## config.mk

```make
export PLATFORM = sky130hd
export DESIGN_NAME = led_sequencer
export DESIGN_NICKNAME = d
export VERILOG_FILES = /design/src/rtl/led_seq_pkg.sv /design/src/rtl/sw_debounce.sv /design/src/rtl/led_sequencer.sv
export SDC_FILE = /design/constraint.sdc
export NUM_CORES = 1
export LEC_CHECK = 0
export ABC_AREA = 1
export CORE_AREA = 3 3 119 121
export DETAILED_ROUTE_END_ITERATION = 10
export DIE_AREA = 0 0 122 124
export DONT_BUFFER_PORTS = 1
export HOLD_SLACK_MARGIN = 0.02
export MAX_ROUTING_LAYER = met4
export PLACE_DENSITY_LB_ADDON = 0.3
export SETUP_SLACK_MARGIN = 0.05
export SYNTH_ARGS = -nofsm -noshare
export SYNTH_HDL_FRONTEND = slang
export SYNTH_HIERARCHICAL = 1
export SYNTH_SLANG_ARGS = --single-unit
```

## constraint.sdc

```tcl
create_clock -name CLK100MHZ -period 4 [get_ports CLK100MHZ]
set_input_delay 0.4 -clock CLK100MHZ [delete_from_list [all_inputs] [get_ports CLK100MHZ]]
set_output_delay 0.4 -clock CLK100MHZ [all_outputs]
set_load 0.02 [all_outputs]
```

## src/rtl/led_seq_pkg.sv

```systemverilog
// Shared types and widths for the LED sequencer.
package led_seq_pkg;

  localparam int PAT_W = 14;
  localparam int LED_W = 16;

  typedef enum logic [1:0] {
    PASS  = 2'b00,
    CHASE = 2'b01,
    BLINK = 2'b10,
    COUNT = 2'b11
  } mode_t;

  // Rotate a pattern left by one position; the top bit wraps into bit 0.
  function automatic logic [PAT_W-1:0] rotl1(input logic [PAT_W-1:0] p);
    return {p[PAT_W-2:0], p[PAT_W-1]};
  endfunction

endpackage

```

## src/rtl/sw_debounce.sv

```systemverilog
// Switch synchroniser plus whole-vector debouncer.
// The output only takes a new value once the synchronised vector has been
// sampled unchanged on DEBOUNCE_CYCLES consecutive clock edges.
module sw_debounce #(
  parameter int WIDTH           = 16,
  parameter int SYNC_STAGES     = 2,
  parameter int DEBOUNCE_CYCLES = 1_000_000
) (
  input  logic             CLK100MHZ,
  input  logic             rst,
  input  logic [WIDTH-1:0] din,
  output logic [WIDTH-1:0] dout
);

  localparam int CNT_W = $clog2(DEBOUNCE_CYCLES + 1);
  localparam logic [CNT_W-1:0] CNT_MAX = CNT_W'(DEBOUNCE_CYCLES);

  logic [SYNC_STAGES-1:0][WIDTH-1:0] sync_chain;
  logic [WIDTH-1:0]                  sw_s;
  logic [WIDTH-1:0]                  cand;
  logic [CNT_W-1:0]                  cnt;
  logic [CNT_W-1:0]                  cnt_next;

  assign sw_s = sync_chain[SYNC_STAGES-1];

  // Count consecutive identical samples; a fresh value counts as its first sample.
  always_comb begin
    cnt_next = '0;
    if (sw_s != cand) begin
      cnt_next = CNT_W'(1);
    end else if (cnt == CNT_MAX) begin
      cnt_next = cnt;
    end else begin
      cnt_next = cnt + CNT_W'(1);
    end
  end

  // Synchroniser shift, stability tracking and acceptance of the stable vector.
  always_ff @(posedge CLK100MHZ) begin
    if (rst) begin
      sync_chain <= '0;
      cand       <= '0;
      cnt        <= '0;
      dout       <= '0;
    end else begin
      sync_chain <= {sync_chain[SYNC_STAGES-2:0], din};
      cand       <= sw_s;
      cnt        <= cnt_next;
      if (cnt_next == CNT_MAX) begin
        dout <= sw_s;
      end else begin
        dout <= dout;
      end
    end
  end

endmodule

```

## src/rtl/led_sequencer.sv

```systemverilog
// 16-LED bank controller: debounced switches select a display mode
// (sw[15:14]) and the low 14 LEDs are sequenced on a programmable tick.
module led_sequencer
  import led_seq_pkg::*;
#(
  parameter int TICK_DIV        = 10_000_000,
  parameter int SYNC_STAGES     = 2,
  parameter int DEBOUNCE_CYCLES = 1_000_000
) (
  input  logic             CLK100MHZ,
  input  logic             rst,
  input  logic [LED_W-1:0] sw,
  output logic [LED_W-1:0] LED,
  output logic             tick
);

  localparam int PR_W = $clog2(TICK_DIV);
  localparam logic [PR_W-1:0] PR_LAST = PR_W'(TICK_DIV - 1);

  logic [LED_W-1:0] sw_db;
  mode_t            mode;
  mode_t            mode_req;
  logic             mode_change;
  logic             at_last;
  logic             tick_ev;
  logic [PR_W-1:0]  presc;
  logic [PAT_W-1:0] pattern;
  logic             blink_on;

  sw_debounce #(
    .WIDTH          (LED_W),
    .SYNC_STAGES    (SYNC_STAGES),
    .DEBOUNCE_CYCLES(DEBOUNCE_CYCLES)
  ) u_debounce (
    .CLK100MHZ(CLK100MHZ),
    .rst      (rst),
    .din      (sw),
    .dout     (sw_db)
  );

  // Decode the requested mode and the tick event; a mode change suppresses the tick.
  always_comb begin
    mode_req    = mode_t'(sw_db[15:14]);
    mode_change = (mode_req != mode);
    at_last     = (presc == PR_LAST);
    tick_ev     = at_last && !mode_change;
  end

  assign tick = tick_ev;

  // Mode FSM, prescaler, pattern sequencing and the registered LED drive.
  always_ff @(posedge CLK100MHZ) begin
    if (rst) begin
      mode     <= PASS;
      presc    <= '0;
      pattern  <= '0;
      blink_on <= 1'b0;
      LED      <= '0;
    end else begin
      LED <= {mode, pattern};
      if (mode_change) begin
        mode     <= mode_req;
        presc    <= '0;
        blink_on <= 1'b1;
        case (mode_req)
          PASS:    pattern <= sw_db[PAT_W-1:0];
          CHASE:   pattern <= PAT_W'(1);
          BLINK:   pattern <= sw_db[PAT_W-1:0];
          COUNT:   pattern <= '0;
          default: pattern <= '0;
        endcase
      end else begin
        if (at_last) begin
          presc <= '0;
        end else begin
          presc <= presc + PR_W'(1);
        end
        case (mode)
          PASS: pattern <= sw_db[PAT_W-1:0];
          CHASE: begin
            if (tick_ev) pattern <= rotl1(pattern);
            else         pattern <= pattern;
          end
          BLINK: begin
            // In the on-phase the pattern tracks the switches live.
            if (tick_ev) begin
              blink_on <= !blink_on;
              pattern  <= blink_on ? '0 : sw_db[PAT_W-1:0];
            end else begin
              pattern  <= blink_on ? sw_db[PAT_W-1:0] : '0;
            end
          end
          COUNT: begin
            if (tick_ev) pattern <= pattern + PAT_W'(sw_db[3:0]);
            else         pattern <= pattern;
          end
          default: pattern <= '0;
        endcase
      end
    end
  end

endmodule

```

# == Yosys cells after proc, flatten, opt, wreduce, memory -nomap -nowiden ==
# Cells that the tools add are included.
# classes
n_addsub,3
n_eq_ne,13
muxes,13
reduce_logical,11
# ops
op,n
$mux 14,6
$pmux 14 s4,1
$pmux 14 s3,1
$eq 20x20->1 const B,2
$mux 20,2
$add 24x1->24 const B,1
$eq 24x24->1 const B,1
$add 20x1->20 const B,1
$ne 16x16->1,1
$add 14x4->14,1
$eq 2x2->1 const B,4
$ne 3x3->1 const B,2
$eq 2x1->1 const B,2
$logic_not 2->1,2
$reduce_and 2->1,2
$reduce_bool 2->1,2
$mux 1,3
$reduce_or 3->1,1
$logic_not 1->1,2
$ne 2x2->1,1
$reduce_or 2->1,1
$logic_and 1x1->1,1
# word_totals
regBits,141
input_bits,18
elab_cells,50

# == Longest topological paths before layout ==
# Gate-level depths: netlist of run 1.
# logic_depth
depth_word,6
depth_mapped,16
mapped_depth_nobuf,15

# == Modules after synthesis ==
# Netlist of run 1, hierarchy kept.
# modules_own_cells
mod,n_inst,cells_per_inst,area_per_inst_um2,seq_area_each_um2
sw_debounce,1,589,4070.2,1681.6
led_sequencer,1,609,3733.6,1141.1

# == Worst setup path after synthesis of run 1 ==
# OpenSTA, ideal clock, no wires.
# synth_path
path_kind,register to register
startpoint,register u_debounce.cnt[0]
endpoint,register u_debounce.dout[14]
setup_ns,0.132
t_arrival_ns,2.058
path_slack_ns,1.810
path_stages_with_launch,14
path_cell_list,dfxtp_1 -> ha_1 -> nand3_4 -> nor2_8 -> nand2_4 -> nor2_4 -> nand2_1 -> xor2_1 -> nand3_2 -> nor2_8 -> nand3_4 -> buf_6 -> nand2_1 -> a21oi_1
# synth_between
elab_chain_cells,4
elab_cells_between_ends,5
# synth_lines
element,line,rtl
from (decl),sw_debounce.sv:21,logic [CNT_W-1:0] cnt;
from (signal assigned),sw_debounce.sv:48,cnt <= cnt_next;
$add 20x1->20 or $eq 20x20->1 (tied branches),"sw_debounce.sv:34, sw_debounce.sv:31",
$mux 20 *,sw_debounce.sv:31,end else if (cnt == CNT_MAX) begin
$mux 20 *,sw_debounce.sv:29,if (sw_s != cand) begin
$eq 20x20->1 *,sw_debounce.sv:49,if (cnt_next == CNT_MAX) begin
to (signal assigned),sw_debounce.sv:50,dout <= sw_s;
to (signal assigned),sw_debounce.sv:52,dout <= dout;
to (decl),sw_debounce.sv:12,output logic [WIDTH-1:0] dout
# Mark *: on every way between the ends. The rest lies on a longest branch, timed or not.
# A chain may end at the register's enable or synchronous reset.

# == Worst setup path in the final report of run 1 ==
# layout_path
startpoint,register u_debounce.cnt[0]
endpoint,register u_debounce.dout[12]
# The elaborated chain is that of the path after synthesis.

==> flow_metrics.env, run 1 <==
export IMPL_syn_to_final_growth_pct=7.231
export IMPL_synth_main_ff_cell="dfxtp_1"
export IMPL_synth_top_area_frac=0.3617
export IMPL_grt_setup_unrepaired="false"
export IMPL_max_stage_delay_ns=0.44
export IMPL_worstSetupPathType="flop to flop"
export IMPL_cts_buffers=17
export IMPL_final_hold_viol_count=0
export IMPL_cp_slowest_cell="dfxtp_1"
export IMPL_htree_levels=4
export IMPL_rows=42
export IMPL_status="finished clean"
export IMPL_required_ns=4.32
export IMPL_io_pins=35
export IMPL_clk_path_buf_depth=2
export IMPL_hp_class="input pin to flop"
export IMPL_die_x_um=122
export IMPL_async_flop_share=0
export IMPL_antenna_left=0
export IMPL_synth_area_top_cells="dfxtp_1 (36%), nand2_1 (14%), nor2_1 (9.3%)"
export IMPL_netlist_cell_type_count=47
export IMPL_path_depth=12
export IMPL_hpwl_um=12250
export IMPL_yosysTopAreaCell="dfxtp_1"
export IMPL_setup_violations=0
export IMPL_final_period_utilization=0.6414
export IMPL_tightest_slew_ns=1.048
export IMPL_postCtsHoldBufs=0
export IMPL_core_area_um2=13190
export IMPL_syn_inst=1198
export IMPL_start_util=0.5916
export IMPL_ctsRootBufferMaster="clkbuf_16"
export IMPL_cts_setup_buffers=0
export IMPL_gr_max_usage_layer="met2"
export IMPL_use_met3=0.05268
export IMPL_start_kind="flop"
export IMPL_synth_nets=1224
export IMPL_synth_edf_count=0
export IMPL_multiInputGateArea_um2=4023
export IMPL_antenna_found_initial=0
export IMPL_synthesis_area_um2=7804
export IMPL_setup_tns_ns=0
export IMPL_wl_per_cell_um=12.84
export IMPL_fillerInstances=1236
export IMPL_worstSetupEndpoint="u_debounce/dout[12]$_SDFFE_PP0N_"
export IMPL_nNetsFinal=1201
export IMPL_finalPower_uw=3047
export IMPL_cp_arrival_ns=2.88
export IMPL_cts_resized=0
export IMPL_finClkSkew_ns=0.007266
export IMPL_relSlewSlack=0.2986
export IMPL_clkSlewWorstSetupHoldPaths_ns=0.06
export IMPL_drt_initial_drc_count=649
export IMPL_crit_buf_inv=0
export IMPL_drc=0
export IMPL_period_minus_slack_ns=2.566
export IMPL_cts_tree="yes"
export IMPL_grt_util_met2=0.3909
export IMPL_yosysWarnings=6
export IMPL_grt_use_met1=0.3226
export IMPL_die_area_um2=15130
export IMPL_chipHeight_um=124
export IMPL_crit_path_cell_trace="ha_1 -> nand3_4 -> nor2_8 -> nand2_4 -> nor2_4 -> nand2_1 -> xor2_1 -> nand3_2 -> nor2_8 -> nand3_4 -> nand2_1 -> a21oi_1"
export IMPL_vias=7117
export IMPL_clkSinkCount=141
export IMPL_r2r_start="u_debounce/cnt[0]$_SDFF_PP0_"
export IMPL_max_cap_viol_count=0
export IMPL_synth_seq_cells=141
export IMPL_path_max_fanout=17
export IMPL_grt_pass1_vias=6262
export IMPL_seq_area_um2=2823
export IMPL_grt_usage=0.2492
export IMPL_synth_most_common_cell="nand2_1"
export IMPL_powerDensity_nw_per_um2=364.1
export IMPL_crit_family="simple AND/OR/NAND/NOR gates"
export IMPL_dr_pass1_iters=6
export IMPL_fmax_mhz=389.8
export IMPL_r2r_end="u_debounce/dout[12]$_SDFFE_PP0N_"
export IMPL_port_buffers=0
export IMPL_p_leak_uw=0.003383
export IMPL_drt_total_wl_um=17520
export IMPL_clock_latency_ns=0.43
export IMPL_gr_total_overflow=0
export IMPL_antennaDiodeCount=0
export IMPL_grt_max_degree=115
export IMPL_r2r_slack_ns=1.43
export IMPL_reg2regPathDepth=12
export IMPL_synth_common_cells="nand2_1 (290), nor2_1 (194), inv_1 (180)"
export IMPL_crit_start="u_debounce/cnt[0]$_SDFF_PP0_"
export IMPL_peakVddDrop_v=0.0003714
export IMPL_syn_area_per_cell_um2=6.514
export IMPL_crit_path_end_kind="flop"
export IMPL_layout_drive_gt1_share=0.08754
export IMPL_seq_area_frac_synth=0.3617
export IMPL_gp_congestion=0.9728
export IMPL_drv_slew=0
export IMPL_vias_per_cell=5.218
export IMPL_grt_pass1_wl_um=29330
[metrics by stage]
step	util	instance area, um^2	std cells	worst slack [ns]	hold slack [ns]
finish	0.6344	8368	1364	1.434	0.05381
global route	0.6344	8368	1364	1.176	0.03084
CTS	0.6344	8368	1364	1.428	0.03148
detailed placement	0.5910	7795	1332	1.452	0.3924
global placement	0.5910	7795	1332	1.573	0.3913
floorplan	-	7804	1198	1.810	0.3883
[power by group]
part	switching [uW]	total [uW]	internal, uW
sequential	14.9	1440	1430
clock	639	1530	889
combinational	49.7	76.8	27.1
[cells in the final DEF (no fill, tap or decap), types with 2 or more instances in the layout]
| cell | n |
|---|---|
| clkinvlp_4 | 2 |
| a21oi_1 | 55 |
| ha_1 | 7 |
| nor2_4 | 7 |
| or2_2 | 5 |
| xnor2_1 | 2 |
| dfxtp_1 | 141 |
| nor2_1 | 194 |
| clkbuf_16 | 17 |
| nor3b_1 | 3 |
| clkinv_1 | 2 |
| nand2_4 | 2 |
| nand2_2 | 7 |
| nand4_1 | 33 |
| nor2_2 | 15 |
| nor3_1 | 14 |
| o21ai_0 | 27 |
| o211ai_1 | 3 |
| clkbuf_1 | 2 |
| nand3_4 | 3 |
| nor4_1 | 6 |
| inv_2 | 11 |
| xor2_1 | 15 |
| nand3_2 | 14 |
| nand2_1 | 290 |
| clkinv_4 | 2 |
| xor2_2 | 2 |
| inv_6 | 6 |
| nand3_1 | 95 |
| inv_1 | 180 |
| a211oi_1 | 6 |
| nor2_8 | 3 |
[per-layer routing]
layer  wire [um]  vias up
met5           0        -
met4         316        0
li1            -     3686
met3         978       29
met1        8211     3197
met2        8013      205
[cells by family (layout without fill, tap and decap cells)]
family	count (synthesis)	after routing	share of synthesized area
adders and majority gates	8	8	0.01379
DFF	141	141	0.3617
and+or+nand+nor	698	698	0.4130
xor gates and xnor gates	19	19	0.02325
buffers and inverters	236	226	0.1228
AOI/OAI and AO/OA	96	96	0.06542
[state kept, by name, summed over array words and instances, names as in the netlist]
register	flops
u_debounce/sw_s	16
presc	24
u_debounce/cand	16
pattern	14
mode	2
u_debounce/dout	16
blink_on	1
u_debounce/cnt	20
LED	16
u_debounce/sync_chain	16
[how the worst min path moves through the flow]
stage | slack, ns | to | from | depth (start not counted)
finish | 0.05 | u_debounce/cnt[3]$_SDFF_PP0_ | rst | 1
global route | 0.03 | u_debounce/cnt[1]$_SDFF_PP0_ | rst | 1
CTS | 0.03 | u_debounce/sync_chain[2]$_SDFF_PP0_ | rst | 1
detailed placement | 0.39 | u_debounce/sw_s[7]$_SDFF_PP0_ | u_debounce/sync_chain[7]$_SDFF_PP0_ | 2
global placement | 0.39 | u_debounce/sw_s[5]$_SDFF_PP0_ | u_debounce/sync_chain[5]$_SDFF_PP0_ | 2
floorplan | 0.39 | u_debounce/sw_s[0]$_SDFF_PP0_ | u_debounce/sync_chain[0]$_SDFF_PP0_ | 2
[final cells by class]
type / instances / share of cell area
sequential: 141 / 0.3373
tap: 176 / 0.02632
multi-input combinational: 821 / 0.4807
clock buffer: 20 / 0.05338
clock inverter: 12 / 0.01510
inverter: 194 / 0.08717
No activity file was read; power rests on OpenSTA's default activity.
==> run 2: changes to the inputs <==
==> constraint.sdc (replaced) <==
create_clock -name CLK100MHZ -period 2.6 [get_ports CLK100MHZ]
set_input_delay 0.26 -clock CLK100MHZ [delete_from_list [all_inputs] [get_ports CLK100MHZ]]
set_output_delay 0.26 -clock CLK100MHZ [all_outputs]
set_load 0.02 [all_outputs]
==> flow_metrics.env, run 2 (synthesized netlist as in run 1, its figures left out) <==
export IMPL_finClkSkew_ns=0.007329
export IMPL_drt_initial_drc_count=612
export IMPL_grt_setup_unrepaired="false"
export IMPL_port_buffers=0
export IMPL_worstSetupPathType="flop to flop"
export IMPL_top_regs="presc (24), u_debounce/cnt (20)"
export IMPL_clkSlewWorstSetupHoldPaths_ns=0.07
export IMPL_cp_arrival_ns=2.63
export IMPL_fmax_mhz=428.9
export IMPL_crit_path_end_kind="flop"
export IMPL_p_leak_uw=0.003542
export IMPL_dr_pass1_iters=6
export IMPL_cts_tree="yes"
export IMPL_setup_violations=0
export IMPL_period_minus_slack_ns=2.332
export IMPL_grt_pass1_wl_um=31150
export IMPL_io_pins=35
export IMPL_clk_path_buf_depth=2
export IMPL_grt_usage=0.2637
export IMPL_antenna_left=0
export IMPL_gp_congestion=0.9850
export IMPL_setup_tns_ns=0
export IMPL_clock_latency_ns=0.44
export IMPL_path_max_fanout=4
export IMPL_final_period_utilization=0.8968
export IMPL_cts_setup_buffers=0
export IMPL_rows=42
export IMPL_final_hold_viol_count=0
export IMPL_die_area_um2=15130
export IMPL_layout_drive_gt1_share=0.1026
export IMPL_cts_buffers=17
export IMPL_r2r_start="u_debounce/dout[0]$_SDFFE_PP0N_"
export IMPL_tightest_slew_ns=0.5590
export IMPL_status="finished clean"
export IMPL_grt_pass1_vias=6735
export IMPL_final_common_cell="nand2_1"
export IMPL_placed_cells=1345
export IMPL_start_kind="flop"
export IMPL_final_cell_mix="nand2_1 (290), nor2_1 (193), inv_1 (180)"
export IMPL_htree_levels=4
export IMPL_clkSinkCount=141
export IMPL_whs_ns=0.08565
export IMPL_hp_class="input pin to flop"
export IMPL_largest_register_ffs=24
export IMPL_hpwl_um=12330
export IMPL_drv_slew=0
export IMPL_relSlewSlack=0.6268
export IMPL_peakVddDrop_v=0.0006273
export IMPL_vias_per_cell=5.270
export IMPL_syn_to_final_growth_pct=11.32
export IMPL_drc=0
export IMPL_fin_cells=1395
export IMPL_antenna_found_initial=0
export IMPL_required_ns=2.90
export IMPL_core_area_um2=13190
export IMPL_drt_total_wl_um=18520
export IMPL_holdCritStartpoint="rst"
export IMPL_largest_register="presc"
export IMPL_grt_max_degree=113
export IMPL_gr_total_overflow=0
export IMPL_powerDensity_nw_per_um2=549.4
export IMPL_crit_start="u_debounce/dout[0]$_SDFFE_PP0N_"
export IMPL_wl_per_cell_um=13.27
export IMPL_max_cap_viol_count=0
export IMPL_chipHeight_um=124
export IMPL_ctsRootBufferMaster="clkbuf_16"
export IMPL_vias=7351
export IMPL_start_util=0.5916
export IMPL_die_x_um=122
export IMPL_nNetsFinal=1231
==> run 2: cell count changes in the layout (fill, tap and decap cells not counted), moves of 2 or more <==
cell	delta
clkinv_4	-2
dlygate4sd3_1	+16
dfxtp_2	+2
clkbuf_1	-2
buf_4	+11
inv_8	+4
dfxtp_1	-2
==> run 2: area by class of cell <==
type	count	area [um^2]
antenna	1	2.502
inverter	194	729.5
tap	176	220.2
clock buffer	19	452.9
sequential	141	2825
fill	1152	4503
clock inverter	13	120.1
multi-input combinational	821	4035
timing repair buffer	30	301.5
==> run 2: metrics by stage <==
stage	power (uW)	setup WS, ns	instance area [um^2]	util
floorplan	2383	0.4099	7804	-
global placement	2386	0.2958	7905	0.5993
detailed placement	2389	0.1925	7905	0.5993
CTS	4795	0.1101	8666	0.6570
global route	4943	0.06109	8685	0.6584
finish	4773	0.2683	8687	0.6586
==> run 2: power by group <==
part / leakage (uW) / internal (uW) / total [uW] / switching [uW]
clock network: 0.000281 / 1310 / 2380 / 1070
registers: 0.00115 / 2200 / 2220 / 22.3
logic: 0.00212 / 65.0 / 175 / 110
total: 0.00354 / 3570 / 4770 / 1200
==> run 2: critical path: stages (launching register included) <==
cell     delay (ns)
dfxtp_1        0.39
ha_1           0.24
inv_1          0.08
fa_1           0.36
inv_1          0.16
nand3_1        0.13
nand2_1        0.17
nand3_1        0.11
o21ai_0        0.16
nor2_1         0.06
nor2_1         0.15
nand2_1        0.07
nand2_1        0.06
a21oi_1        0.06
==> run 2: what timing repair did <==
item | in CTS | in global routing
hold buffers | 17 | 0
endpoints found under the hold margin | 112 | 0
endpoints found under the setup margin | 0 | 16
gates resized for setup | 0 | 6
==> run 2: path summary, 6_finish.rpt <==
check	to	slack, ns	depth (start not counted)
setup / recovery	pattern[8]$_SDFFE_PP0P_	0.27	13
hold / removal	u_debounce/cnt[18]$_SDFF_PP0_	0.09	2
setup reg to reg	pattern[8]$_SDFFE_PP0P_	0.27	13
hold reg to reg	u_debounce/sw_s[10]$_SDFF_PP0_	0.40	2
==> run 2: per-layer routing <==
metal,share of wire,global-route usage,routed length [um],vias to the layer above
met2,0.45,0.4137,8391,266
li1,-,-,-,3750
met5,0,-,0,-
met3,0.066,0.06358,1214,56
met4,0.026,0.1043,476,0
met1,0.46,0.3299,8433,3279
==> run 3: changes to the inputs <==
--- a/config.mk
+++ b/config.mk
@@ -12,7 +12,7 @@
 export DONT_BUFFER_PORTS = 1
 export HOLD_SLACK_MARGIN = 0.02
 export MAX_ROUTING_LAYER = met4
-export PLACE_DENSITY_LB_ADDON = 0.3
+export PLACE_DENSITY = 0.86
 export SETUP_SLACK_MARGIN = 0.05
 export SYNTH_ARGS = -nofsm -noshare
 export SYNTH_HDL_FRONTEND = slang
==> flow_metrics.env, run 3 (synthesized netlist as in run 1, its figures left out) <==
export IMPL_status="finished clean"
export IMPL_grt_max_degree=113
export IMPL_nNetsFinal=1234
export IMPL_chipHeight_um=124
export IMPL_setup_ws_ns=0.2410
export IMPL_max_cap_viol_count=0
export IMPL_cts_tree="yes"
export IMPL_setup_tns_ns=0
export IMPL_p_leak_uw=0.003574
export IMPL_drc=0
export IMPL_setup_violations=0
export IMPL_layout_drive_gt1_share=0.1024
export IMPL_die_x_um=122
export IMPL_multiInputGateArea_um2=4025
export IMPL_path_max_fanout=16
export IMPL_r2r_end="u_debounce/dout[0]$_SDFFE_PP0N_"
export IMPL_finalPower_uw=4903
export IMPL_hp_class="input pin to flop"
export IMPL_antennaDiodeCount=0
export IMPL_dr_pass1_iters=5
export IMPL_core_area_um2=13190
export IMPL_worstSetupPathType="flop to flop"
export IMPL_wl_per_cell_um=13.28
export IMPL_ctsRootBufferMaster="clkbuf_16"
export IMPL_drt_initial_drc_count=626
export IMPL_cp_arrival_ns=2.65
export IMPL_top_regs="presc (24), u_debounce/cnt (20)"
export IMPL_io_pins=35
export IMPL_start_kind="flop"
export IMPL_max_stage_delay_ns=0.42
export IMPL_grt_pass1_wl_um=30910
export IMPL_clkSlewWorstSetupHoldPaths_ns=0.07
export IMPL_htree_levels=4
export IMPL_required_ns=2.90
export IMPL_final_hold_viol_count=0
export IMPL_finClkSkew_ns=0.009131
export IMPL_path_depth=12
export IMPL_relSlewSlack=0.6343
export IMPL_vias_per_cell=5.309
export IMPL_reg2regPathDepth=12
export IMPL_peakVddDrop_v=0.0005456
export IMPL_grt_setup_unrepaired="false"
export IMPL_period_minus_slack_ns=2.359
export IMPL_worstSetupEndpoint="u_debounce/dout[0]$_SDFFE_PP0N_"
export IMPL_powerDensity_nw_per_um2=561.5
export IMPL_syn_to_final_growth_pct=11.90
export IMPL_drv_slew=0
export IMPL_grt_usage=0.2612
export IMPL_crit_buf_inv=0
export IMPL_vias=7417
export IMPL_die_area_um2=15130
export IMPL_seq_area_um2=2824
export IMPL_cp_slowest_cell="dfxtp_1"
export IMPL_cts_buffers=17
export IMPL_crit_family="simple AND/OR/NAND/NOR gates"
export IMPL_final_common_cell="nand2_1"
export IMPL_drt_total_wl_um=18550
export IMPL_antenna_left=0
export IMPL_place_ws_ns=0.1502
export IMPL_r2r_slack_ns=0.24
export IMPL_largest_register_ffs=24
export IMPL_largest_register="presc"
export IMPL_crit_path_end_kind="flop"
export IMPL_start_util=0.5916
export IMPL_gr_total_overflow=0
export IMPL_crit_path_cell_trace="ha_2 -> nand3_4 -> nor2_8 -> nand2_4 -> nor2_4 -> nand2_1 -> xor2_1 -> nand3_2 -> nor2_8 -> nand3_4 -> nand2_1 -> a21oi_1"
export IMPL_final_period_utilization=0.9073
export IMPL_hpwl_um=12480
export IMPL_port_buffers=0
export IMPL_tightest_slew_ns=0.5478
export IMPL_r2r_start="u_debounce/cnt[1]$_SDFF_PP0_"
export IMPL_fillerInstances=1116
export IMPL_rows=42
export IMPL_clock_latency_ns=0.43
export IMPL_grt_pass1_vias=6763
export IMPL_crit_start="u_debounce/cnt[1]$_SDFF_PP0_"
export IMPL_gp_congestion=1.018
export IMPL_final_cell_mix="nand2_1 (290), nor2_1 (194), inv_1 (180)"
export IMPL_fmax_mhz=423.9
export IMPL_antenna_found_initial=0
export IMPL_clkSinkCount=141
export IMPL_clk_path_buf_depth=2
run 3: worst min-delay path by stage:
stage,startpoint,end,cells after the start
after floorplan,sw[0],u_debounce/sync_chain[0]$_SDFF_PP0_,2
after global placement,rst,u_debounce/cnt[0]$_SDFF_PP0_,1
after detailed placement,rst,u_debounce/cnt[0]$_SDFF_PP0_,1
after CTS,rst,u_debounce/cnt[8]$_SDFF_PP0_,2
after global routing,rst,u_debounce/cnt[18]$_SDFF_PP0_,2
final,rst,u_debounce/cnt[8]$_SDFF_PP0_,2
run 3: through the flow:
step	cells	hold WS [ns]	area [um^2]	util
after global placement	1341	0.3482	7863	0.5961
after detailed placement	1341	0.3504	7863	0.5961
after global routing	1397	0.09101	8732	0.6620
final	1397	0.08813	8732	0.6620
after floorplan	1198	0.3670	7804	-
after CTS	1390	0.05880	8660	0.6565
run 3: final cells by class:
cell class                      count  share of cell area
Clock buffer                       18             0.05029
Clock inverter                     14             0.01949
Inverter                          194             0.08354
Multi-Input combinational cell    821              0.4610
Sequential cell                   141              0.3234
Tap cell                          176             0.02522
Timing Repair Buffer               33             0.03711
run 3: report_power, final:
group | total [uW] | internal, uW | switching [uW]
Sequential | 2220 | 2200 | 23.4
Combinational | 184 | 70.5 | 114
Clock | 2500 | 1480 | 1020
run 3: routing by layer:
metal  track usage  vias up  share of wire
met1        0.3191     3369           0.43
met3       0.05268       38          0.067
li1              -     3759              -
met5             -        -              0
met4       0.09034        0          0.019
met2        0.4337      251           0.48
run 3: what timing repair did:
action / in CTS / in global routing
endpoints found under the setup margin: 0 / 16
gates resized for setup: 0 / 3
setup buffers: 0 / 7
endpoints found under the hold margin: 112 / 0
hold buffers: 17 / 0
run 3: worst register-to-register path: stages (launching register included):
cell,delay (ns)
dfxtp_1,0.42
ha_2,0.27
nand3_4,0.12
nor2_8,0.21
nand2_4,0.09
nor2_4,0.12
nand2_1,0.07
xor2_1,0.20
nand3_2,0.16
nor2_8,0.14
nand3_4,0.19
nand2_1,0.14
a21oi_1,0.08
